[config.mk]
export PLATFORM = sky130hd
export DESIGN_NAME = hilo_mul_sequencer
export DESIGN_NICKNAME = d
export VERILOG_FILES = /design/src/rtl/hilo_pkg.sv /design/src/rtl/hilo_mul_core.sv /design/src/rtl/hilo_mul_sequencer.sv
export SDC_FILE = /design/constraint.sdc
export NUM_CORES = 1
export LEC_CHECK = 0
export BUFFER_PORTS_ARGS = -buffer_cell sky130_fd_sc_hd__clkbuf_2
export CAP_MARGIN = 30
export CORE_ASPECT_RATIO = 1.5
export CORE_MARGIN = 2
export CORE_UTILIZATION = 30
export CTS_BUF_LIST = sky130_fd_sc_hd__clkbuf_4
export CTS_CLUSTER_SIZE = 28
export DETAILED_ROUTE_END_ITERATION = 8
export GPL_ROUTABILITY_DRIVEN = 0
export PLACE_DENSITY = 0.57
export SYNTH_ARGS = -nofsm -noshare
export SYNTH_HDL_FRONTEND = slang
export SYNTH_SLANG_ARGS = --single-unit
[constraint.sdc]
create_clock -name Clk -period 8.9 [get_ports Clk]
set_clock_uncertainty 0.05 [all_clocks]
set_input_delay 0.89 -clock Clk [delete_from_list [all_inputs] [get_ports Clk]]
set_output_delay 0.89 -clock Clk [all_outputs]
set_load 0.02 [all_outputs]
[src/rtl/hilo_pkg.sv]
// Shared types for the HI/LO multiply unit: op encoding, FSM states, widths
// and the operand magnitude helper.
package hilo_pkg;

   localparam int DATA_W = 32;
   localparam int PROD_W = 64;

   typedef enum logic [2:0] {
      OP_MULT  = 3'd0,
      OP_MULTU = 3'd1,
      OP_MADD  = 3'd2,
      OP_MSUB  = 3'd3,
      OP_MTHI  = 3'd4,
      OP_MTLO  = 3'd5,
      OP_MFHI  = 3'd6,
      OP_MFLO  = 3'd7
   } hilo_op_t;

   typedef enum logic [1:0] {
      ST_IDLE = 2'd0,
      ST_MUL  = 2'd1,
      ST_ACC  = 2'd2
   } hilo_state_t;

   // Two's-complement magnitude; 0x80000000 maps to itself as an unsigned value.
   function automatic logic [DATA_W-1:0] mag32(input logic signed [DATA_W-1:0] v);
      return v[DATA_W-1] ? (~v + 1'b1) : v;
   endfunction

endpackage

[src/rtl/hilo_mul_core.sv]
// Iterative unsigned shift-add multiplier retiring BITS_PER_CYCLE multiplier
// bits per step into a 64-bit product register.
module hilo_mul_core
   import hilo_pkg::*;
#(
   parameter int BITS_PER_CYCLE = 1
) (
   input  logic              clk,
   input  logic              rst_n,
   input  logic              load,
   input  logic              step,
   input  logic [DATA_W-1:0] mcand_in,
   input  logic [DATA_W-1:0] mplier_in,
   output logic [PROD_W-1:0] product
);

   logic [PROD_W-1:0] mcand;
   logic [DATA_W-1:0] mplier;
   logic [PROD_W-1:0] partial_sum;

   always_comb begin
      partial_sum = '0;
      for (int k = 0; k < BITS_PER_CYCLE; k++) begin
         if (mplier[k]) partial_sum = partial_sum + (mcand << k);
      end
   end

   always_ff @(posedge clk) begin
      if (!rst_n) begin
         mcand   <= '0;
         mplier  <= '0;
         product <= '0;
      end else if (load) begin
         mcand   <= {{(PROD_W-DATA_W){1'b0}}, mcand_in};
         mplier  <= mplier_in;
         product <= '0;
      end else if (step) begin
         product <= product + partial_sum;
         mcand   <= mcand << BITS_PER_CYCLE;
         mplier  <= mplier >> BITS_PER_CYCLE;
      end
   end

endmodule

[src/rtl/hilo_mul_sequencer.sv]
// MIPS HI/LO unit: MULT/MULTU/MADD/MSUB sequencing plus MTHI/MTLO/MFHI/MFLO.
// Define HILO_MADD_EN to build the MADD/MSUB accumulate path.
module hilo_mul_sequencer
   import hilo_pkg::*;
#(
   parameter int BITS_PER_CYCLE = 1
) (
   input  logic              Clk,
   input  logic              Reset_n,
   input  logic              op_valid,
   input  logic [2:0]        op_code,
   input  logic [DATA_W-1:0] rs_val,
   input  logic [DATA_W-1:0] rt_val,
   input  logic              flush,
   output logic              op_ready,
   output logic [DATA_W-1:0] mf_data,
   output logic [DATA_W-1:0] hi,
   output logic [DATA_W-1:0] lo,
   output logic              illegal_op
);

   localparam int ITERS = DATA_W / BITS_PER_CYCLE;
   localparam int CNT_W = $clog2(DATA_W + 1);
`ifdef HILO_MADD_EN
   localparam bit MADD_BUILT = 1'b1;
`else
   localparam bit MADD_BUILT = 1'b0;
`endif

   hilo_state_t              state;
   hilo_op_t                 op_in;
   logic [CNT_W-1:0]         count;
   logic                     negate;
   logic                     accept, madd_op, is_mul_op, signed_op, illegal;
   logic [DATA_W-1:0]        mag_rs, mag_rt;
   logic [PROD_W-1:0]        product;
   logic signed [PROD_W-1:0] signed_product, result;

   function automatic logic [PROD_W-1:0] apply_sign(input logic [PROD_W-1:0] p, input logic neg);
      return neg ? (~p + 1'b1) : p;
   endfunction

   assign op_in     = hilo_op_t'(op_code);
   assign accept    = op_valid && op_ready;
   assign madd_op   = (op_in == OP_MADD) || (op_in == OP_MSUB);
   assign is_mul_op = (op_in == OP_MULT) || (op_in == OP_MULTU) || (MADD_BUILT && madd_op);
   assign signed_op = (op_in != OP_MULTU);
   assign illegal   = accept && madd_op && !MADD_BUILT;
   assign mag_rs    = signed_op ? mag32(rs_val) : rs_val;
   assign mag_rt    = signed_op ? mag32(rt_val) : rt_val;

   hilo_mul_core #(
      .BITS_PER_CYCLE (BITS_PER_CYCLE)
   ) u_core (
      .clk       (Clk),
      .rst_n     (Reset_n),
      .load      (accept && is_mul_op),
      .step      ((state == ST_MUL) && !flush),
      .mcand_in  (mag_rs),
      .mplier_in (mag_rt),
      .product   (product)
   );

   assign signed_product = apply_sign(product, negate);

`ifdef HILO_MADD_EN
   hilo_op_t                 op;
   logic signed [PROD_W-1:0] hilo_acc;
   assign hilo_acc = {hi, lo};

   // Accumulation wraps modulo 2^64.
   always_comb begin
      case (op)
         OP_MADD: result = hilo_acc + signed_product;
         OP_MSUB: result = hilo_acc - signed_product;
         default: result = signed_product;
      endcase
   end
`else
   assign result = signed_product;
`endif

   always_comb begin
      mf_data = '0;
      if (accept && op_in == OP_MFHI) mf_data = hi;
      else if (accept && op_in == OP_MFLO) mf_data = lo;
   end

   always_ff @(posedge Clk) begin
      if (!Reset_n) begin
         state      <= ST_IDLE;
         op_ready   <= 1'b1;
         count      <= '0;
         negate     <= 1'b0;
         illegal_op <= 1'b0;
         hi         <= '0;
         lo         <= '0;
`ifdef HILO_MADD_EN
         op         <= OP_MULT;
`endif
      end else begin
         illegal_op <= illegal;
         case (state)
            ST_IDLE: begin
               if (accept && is_mul_op) begin
                  state    <= ST_MUL;
                  op_ready <= 1'b0;
                  count    <= CNT_W'(ITERS);
                  negate   <= signed_op && (rs_val[DATA_W-1] ^ rt_val[DATA_W-1]);
`ifdef HILO_MADD_EN
                  op       <= op_in;
`endif
               end else if (accept && op_in == OP_MTHI) begin
                  hi <= rs_val;
               end else if (accept && op_in == OP_MTLO) begin
                  lo <= rs_val;
               end
            end
            ST_MUL: begin
               if (flush) begin
                  state    <= ST_IDLE;
                  op_ready <= 1'b1;
                  count    <= '0;
               end else begin
                  count <= count - 1'b1;
                  if (count == CNT_W'(1)) state <= ST_ACC;
               end
            end
            ST_ACC: begin
               // A flush landing on the completion edge discards the result.
               state    <= ST_IDLE;
               op_ready <= 1'b1;
               if (!flush) {hi, lo} <= result;
            end
            default: begin
               state    <= ST_IDLE;
               op_ready <= 1'b1;
            end
         endcase
      end
   end

endmodule

==> results.toml, run 1 <==
[clocking]
cts-htree-levels = 3
clk_latency_ps = 750
cts_tree = "yes"
cts_buffer_depth = 3
cts_resized = 0
cts_made_buffers = 66
hold_buffers = 0
cts_setup_buffers = 0
cts_root_buffer = "clkbuf_4"
path_clk_slew_ps = 70
cts_num_sinks = 235

[setup_path]
r2r_start = "u_core.mplier[0]"
timing.reg2reg.setup_slack_ps = 4650
cp.arrival_ps = 4840
critPathLaunchType = "flip-flop"
cp.required_ps = 9490
crit_start = "u_core.mplier[0]"
crit_path_end_kind = "flip-flop"
worstPathMaxFanout = 22
worstSetupPathType = "flip-flop to flip-flop"

[power]
power.leakage_nw = 8.02
finalPower_mw = 2.42
p_per_area_mw_per_mm2 = 129
worst_ir_drop_vdd_v = 0.0000781

[place]
hpwl_mm = 45.6
place_area_mm2 = 0.0180
place_ws_ps = 4740
port_buffers = 168

[yosys]
synth.avg_cell_area_um2 = 7.38
synth_top_area_share_pct = 28.4
synthFlopType = "dfxtp_1"
syn-cell-area_mm2 = 0.0166
ys_warn_count = 0
yosysTopAreaCell = "dfxtp_1"
yosysSeqAreaShare_pct = 28.4
synth_cells = 2246
ys_types = 72
synth-edff-count = 0
synth_nets = 2386
async_flop_share_pct = 0
netlist_top_cells_area = "dfxtp_1 (28%), nand2_1 (8.5%), a21oi_1 (7.3%)"
ys_ff_latch = 235

[grt]
grt_max_degree = 155
grt_pass1_wl_mm = 94.6
grt_antenna_before_repair = 8
grt_use_total_pct = 21.0
grt-ovfl-total = 0
grt_pass1_vias = 16900

[detailed_routing]
routed.top_layer = "met4"
wirelength_mm = 61.7
dr_wl_met2_mm = 30.8
drc = 0
wl_met1_mm = 23.4
antenna_left = 0
wl_met3_mm = 3.47
drtIter0Drc = 1034
vias = 17300
dr.pass1.iters = 6
vias_per_cell = 5.60
wl_per_cell_um = 19.9

[timing]
period_share_pct = 47.8
fin_setup_tns_ps = 0
rsz0062_at_grt = "false"
setup_viol = 0
slew_headroom_pct = 32.2
fin_hold_ws_ps = 327
max_freq_ghz = 0.235
setup_ws_ps = 4650
hold_violations = 0
tightest_slew_ps = 1020
drv_slew = 0
period_minus_slack_ps = 4250

[final_layout]
areaGrowthSynthToFinish_pct = 13.2
nets = 2494
drive_above_1_share_pct = 13.2
final_cell_area_mm2 = 0.0188
fill_cells = 5793

[min_path]
min-delay-path-class = "primary input to flip-flop"
min_from = "op_code[2]"

[floorplan]
die_area_mm2 = 0.0572
pin_count = 169
core_area_mm2 = 0.0547
dieHeight_um = 292
die_x_um = 196
start_util_pct = 30.3
rows = 105

[flow_run]
cap_violations = 0

[outcome]
status = "finished, final reports clean"
[final cells by class]
class / instances / area (um^2) / share of cell area, %
sequential: 235 / 4710 / 25.1
antenna: 8 / 20.0 / 0.107
inverter: 28 / 105 / 0.560
timing repair buffer: 188 / 1020 / 5.44
tap: 695 / 870 / 4.63
clock buffer: 92 / 691 / 3.68
clock inverter: 15 / 113 / 0.600
multi-input combinational: 1835 / 11300 / 59.9
[worst max-delay path: stages (launching register included)]
cell and delay [ps]:
dfxtp_2 440, and2_1 220, ha_1 220, fa_1 430, a211oi_1 310, o211ai_1 220, a31oi_1 360, o21ai_0 260
a221oi_1 660, o31a_1 240, o21a_1 190, a21oi_1 100, and3_1 170, a211o_1 260
[state kept, by name, summed over array words and instances (netlist names)]
register        count
count               6
u_core.product     64
u_core.mcand       64
state               2
lo                 32
hi                 32
u_core.mplier      32
illegal_op          1
op_ready            1
negate              1
[kinds of logic (layout without fill, tap and decap cells)]
kind of cell / Yosys count / after routing / share of synthesized area (%)
AND/OR/NAND/NOR: 923 / 923 / 26.4
AO/OA/AOI/OAI: 645 / 645 / 25.3
flip-flops: 235 / 235 / 28.4
buffers and inverters: 176 / 323 / 3.99
XOR/XNOR: 162 / 162 / 8.55
adder cells (fa/ha/maj): 69 / 69 / 5.25
multiplexers: 36 / 36 / 2.17
other: 0 / 8 / 0
[cells in the mapped netlist, drive strengths merged (41+ instances only)]
cell      n
a211oi   41
a21oi   242
and2     71
clkbuf  135
dfxtp   235
ha       68
nand2   374
nand3   117
nor2    144
nor2b    53
o211a    54
o21ai   117
xnor2    74
xor2     88
[cells in the final DEF, fill, tap and decap left out, types with 31 or more instances in the layout]
| cell type | synthesis | layout |
|---|---|---|
| o21ai_0 | 109 | 109 |
| clkbuf_2 | 0 | 167 |
| a21oi_1 | 242 | 242 |
| nand2_1 | 374 | 373 |
| nor2_1 | 144 | 143 |
| nor2b_1 | 53 | 52 |
| dfxtp_1 | 235 | 233 |
| a211oi_1 | 41 | 41 |
| nor3_1 | 37 | 37 |
| and2_1 | 70 | 70 |
| a21o_1 | 31 | 31 |
| o211a_1 | 54 | 54 |
| nand3_1 | 117 | 116 |
| mux2i_1 | 36 | 36 |
| ha_1 | 68 | 68 |
| clkbuf_4 | 0 | 92 |
| xnor2_1 | 74 | 74 |
| xor2_1 | 88 | 88 |
[routing by layer]
layer / GRT usage, % / vias to the layer above
met5: 0 / -
met4: 14.7 / 0
met3: 3.75 / 226
met2: 38.0 / 634
met1: 22.0 / 8230
li1: - / 8244
[report_power, final]
group,switching (mW),total (mW),internal (mW)
combinational,0.190,0.292,0.102
clock,0.489,1.02,0.530
sequential,0.0283,1.11,1.08
[metrics by stage]
| stage | util, % | std cells |
|---|---|---|
| final | 34.4 | 3096 |
| after global routing | 34.4 | 3095 |
| after CTS | 34.3 | 3088 |
| after detailed placement | 32.9 | 2981 |
| after global placement | 32.8 | 2979 |
| after floorplan | - | 2246 |
[final timing paths]
path                            cells past startpoint                  to
worst max-delay path                               13  u_core.product[62]
worst min-delay path                                2          illegal_op
worst max register to register                     13  u_core.product[62]
worst min register to register                      2    u_core.mcand[59]
Power figures use the tool's default switching activity.
==> run 2: changes to the inputs <==
--- a/config.mk
+++ b/config.mk
@@ -5,6 +5,7 @@
 export SDC_FILE = /design/constraint.sdc
 export NUM_CORES = 1
 export LEC_CHECK = 0
+export ABC_AREA = 1
 export BUFFER_PORTS_ARGS = -buffer_cell sky130_fd_sc_hd__clkbuf_2
 export CAP_MARGIN = 30
 export CORE_ASPECT_RATIO = 1.5
==> constraint.sdc (replaced) <==
create_clock -name Clk -period 4.1 [get_ports Clk]
set_clock_uncertainty 0.05 [all_clocks]
set_input_delay 0.41 -clock Clk [delete_from_list [all_inputs] [get_ports Clk]]
set_output_delay 0.41 -clock Clk [all_outputs]
set_load 0.02 [all_outputs]
==> run 2 against run 1 <==
Against the previous run:
- setup slack worse by 3500 ps
- clock power rose by 120%
- via count grew 32%
- final cell count rose by 47%
- sequential power increased by 130%
- non-clock buffer count increased by 46
- sequential cell count unchanged
==> results.toml, run 2 <==
[outcome]
status = "finished, final reports clean"

[yosys]
synth-edff-count = 0
ys_top_cells_by_count = "nand2_1 (1037), inv_1 (555), nor2_1 (354), a21oi_1 (313), dfxtp_1 (235)"
ys_ff_latch = 235
ys_types = 48
synthFlopType = "dfxtp_1"
synth_top_area_share_pct = 24.1
async_flop_share_pct = 0
synth.avg_cell_area_um2 = 5.64
syn-cell-area_mm2 = 0.0195
netlist_top_cells_area = "dfxtp_1 (24%), nand2_1 (20%), inv_1 (11%)"
ys_warn_count = 0
yosysTopAreaCell = "dfxtp_1"
synth_nets = 3606
synth_cells = 3466
synth.most_common_cell = "nand2_1"
yosysSeqAreaShare_pct = 24.1

[final_layout]
post-route-util_pct = 34.8
areaGrowthSynthToFinish_pct = 14.8
drive_above_1_share_pct = 9.73
reg_top3 = "u_core.mcand (64), u_core.product (64)"
final_cell_mix = "nand2_1 (1037), inv_1 (554), nor2_1 (354)"
stdcell_count = 4560
fill_cells = 7360
final_common_cell = "nand2_1"
nets = 3789

[floorplan]
start_util_pct = 30.3
die_area_mm2 = 0.0673
dieHeight_um = 317
core_area_mm2 = 0.0645
pin_count = 169
die_x_um = 212
rows = 114

[power]
worst_ir_drop_vdd_v = 0.000149
p_per_area_mw_per_mm2 = 287
power.leakage_nw = 11.5
finalPower_mw = 6.44

[timing]
tightest_slew_ps = 915
period_minus_slack_ps = 2980
fin_setup_tns_ps = 0
max_freq_ghz = 0.335
period_share_pct = 72.7
rsz0062_at_grt = "false"
slew_headroom_pct = 39.0
drv_slew = 0
setup_ws_ps = 1120
setup_viol = 0
hold_violations = 0

[detailed_routing]
wirelength_mm = 83.3
vias = 22800
dr.pass1.iters = 5
drc = 0
drtIter0Drc = 1810
wl_per_cell_um = 18.3
vias_per_cell = 5.00
antenna_left = 0

[setup_path]
r2r_cells = 15
cp_cell_sequence = "buf_12 -> nand2_1 -> inv_1 -> ha_1 -> nand2_1 -> nor2_1 -> inv_1 -> o21ai_0 -> inv_1 -> nand3_1 -> nand2_1 -> nand4_1 -> nand3_1 -> nand2_1 -> inv_1"
cp_slowest_stage_delay_ps = 390
worstPathMaxFanout = 56
cp.arrival_ps = 3660
cp.required_ps = 4770
cp_slowest_cell = "dfxtp_2"
critPathLaunchType = "flip-flop"
worstSetupPathType = "flip-flop to flip-flop"
crit_path_end_kind = "flip-flop"

[clocking]
cts_tree = "yes"
cts_num_sinks = 235
path_clk_slew_ps = 70
hold_buffers = 45
cts-htree-levels = 3
cts_root_buffer = "clkbuf_4"
clk_latency_ps = 860
cts_setup_buffers = 0
cts_buffer_depth = 3
cts_resized = 0
cts_made_buffers = 67

[grt]
grt_use_total_pct = 24.3
grt_antenna_before_repair = 1
grt-ovfl-total = 0
grt_pass1_wl_mm = 124
grt_max_degree = 110
grt_pass1_vias = 21800

[place]
place_ws_ps = 1120
port_buffers = 168
place_inst = 4405
hpwl_mm = 65.7

[flow_run]
cap_violations = 0

[min_path]
hold_path_depth = 5
min-delay-path-class = "primary input to flip-flop"
-- run 2: cell types whose count changed after synthesis, sizes merged, moves of 73 or more --
| cell | previous run | this run |
|---|---|---|
| nor2 | 144 | 366 |
| nand3 | 117 | 233 |
| nand2 | 374 | 1045 |
| o21ai | 117 | 243 |
| inv | 28 | 575 |
| clkbuf | 135 | 62 |
-- run 2: layer usage --
layer / vias to the layer above / share of wire, % / routed length (um) / global-route usage [%]
li1: 11400 / - / - / -
met1: 10300 / 36 / 30000 / 24.7
met2: 805 / 49 / 40400 / 42.6
met3: 298 / 5.3 / 4430 / 3.76
met4: 0 / 10 / 8490 / 22.7
met5: - / 0 / 0 / 0
-- run 2: worst max-delay path, delay by kind of cell, from the launching register on --
kind | cells | cell delay, ps
and+or+nand+nor | 8 | 1240
buffers and inverters | 5 | 420
DFF | 1 | 390
AOI/OAI and AO/OA | 1 | 380
adders and majority gates | 1 | 350
-- run 2: area by class of cell --
| class | instances | area (um^2) | share of cell area [%] |
|---|---|---|---|
| sequential | 235 | 4710 | 21.0 |
| timing repair buffer | 234 | 1510 | 6.74 |
| antenna | 1 | 2.50 | 0.0112 |
| clock inverter | 19 | 124 | 0.552 |
| multi-input combinational | 2535 | 12200 | 54.2 |
| tap | 870 | 1090 | 4.85 |
| inverter | 576 | 2170 | 9.66 |
| clock buffer | 90 | 676 | 3.01 |
-- run 2: logic make-up after synthesis --
logic type	count (synthesis)	share of synthesized area, %
AOI/OAI and AO/OA	643	17.5
buffers and inverters	696	13.8
adders and majority gates	69	4.45
xor gates and xnor gates	76	3.41
DFF	235	24.1
and+or+nand+nor	1747	36.7
-- run 2: power breakdown --
group / switching [mW] / internal [mW]
clock network: 1.15 / 1.08
logic: 1.13 / 0.489
registers: 0.161 / 2.42
-- run 2: worst paths after layout --
kind | startpoint | to | slack [ps]
worst min register to register | u_core.mcand[54] | u_core.mcand[55] | 410
worst max register to register | u_core.mplier[0] | u_core.product[53] | 1120
worst min-delay path | rs_val[13] | lo[13] | 70
worst max-delay path | u_core.mplier[0] | u_core.product[53] | 1120
-- run 2: through the flow --
step                      hold WS, ps  instance area, um^2
after floorplan                   391                19500
after global placement            400                21200
after detailed placement          405                21200
after CTS                        2.75                22400
after global routing             60.4                22400
final                            65.5                22400
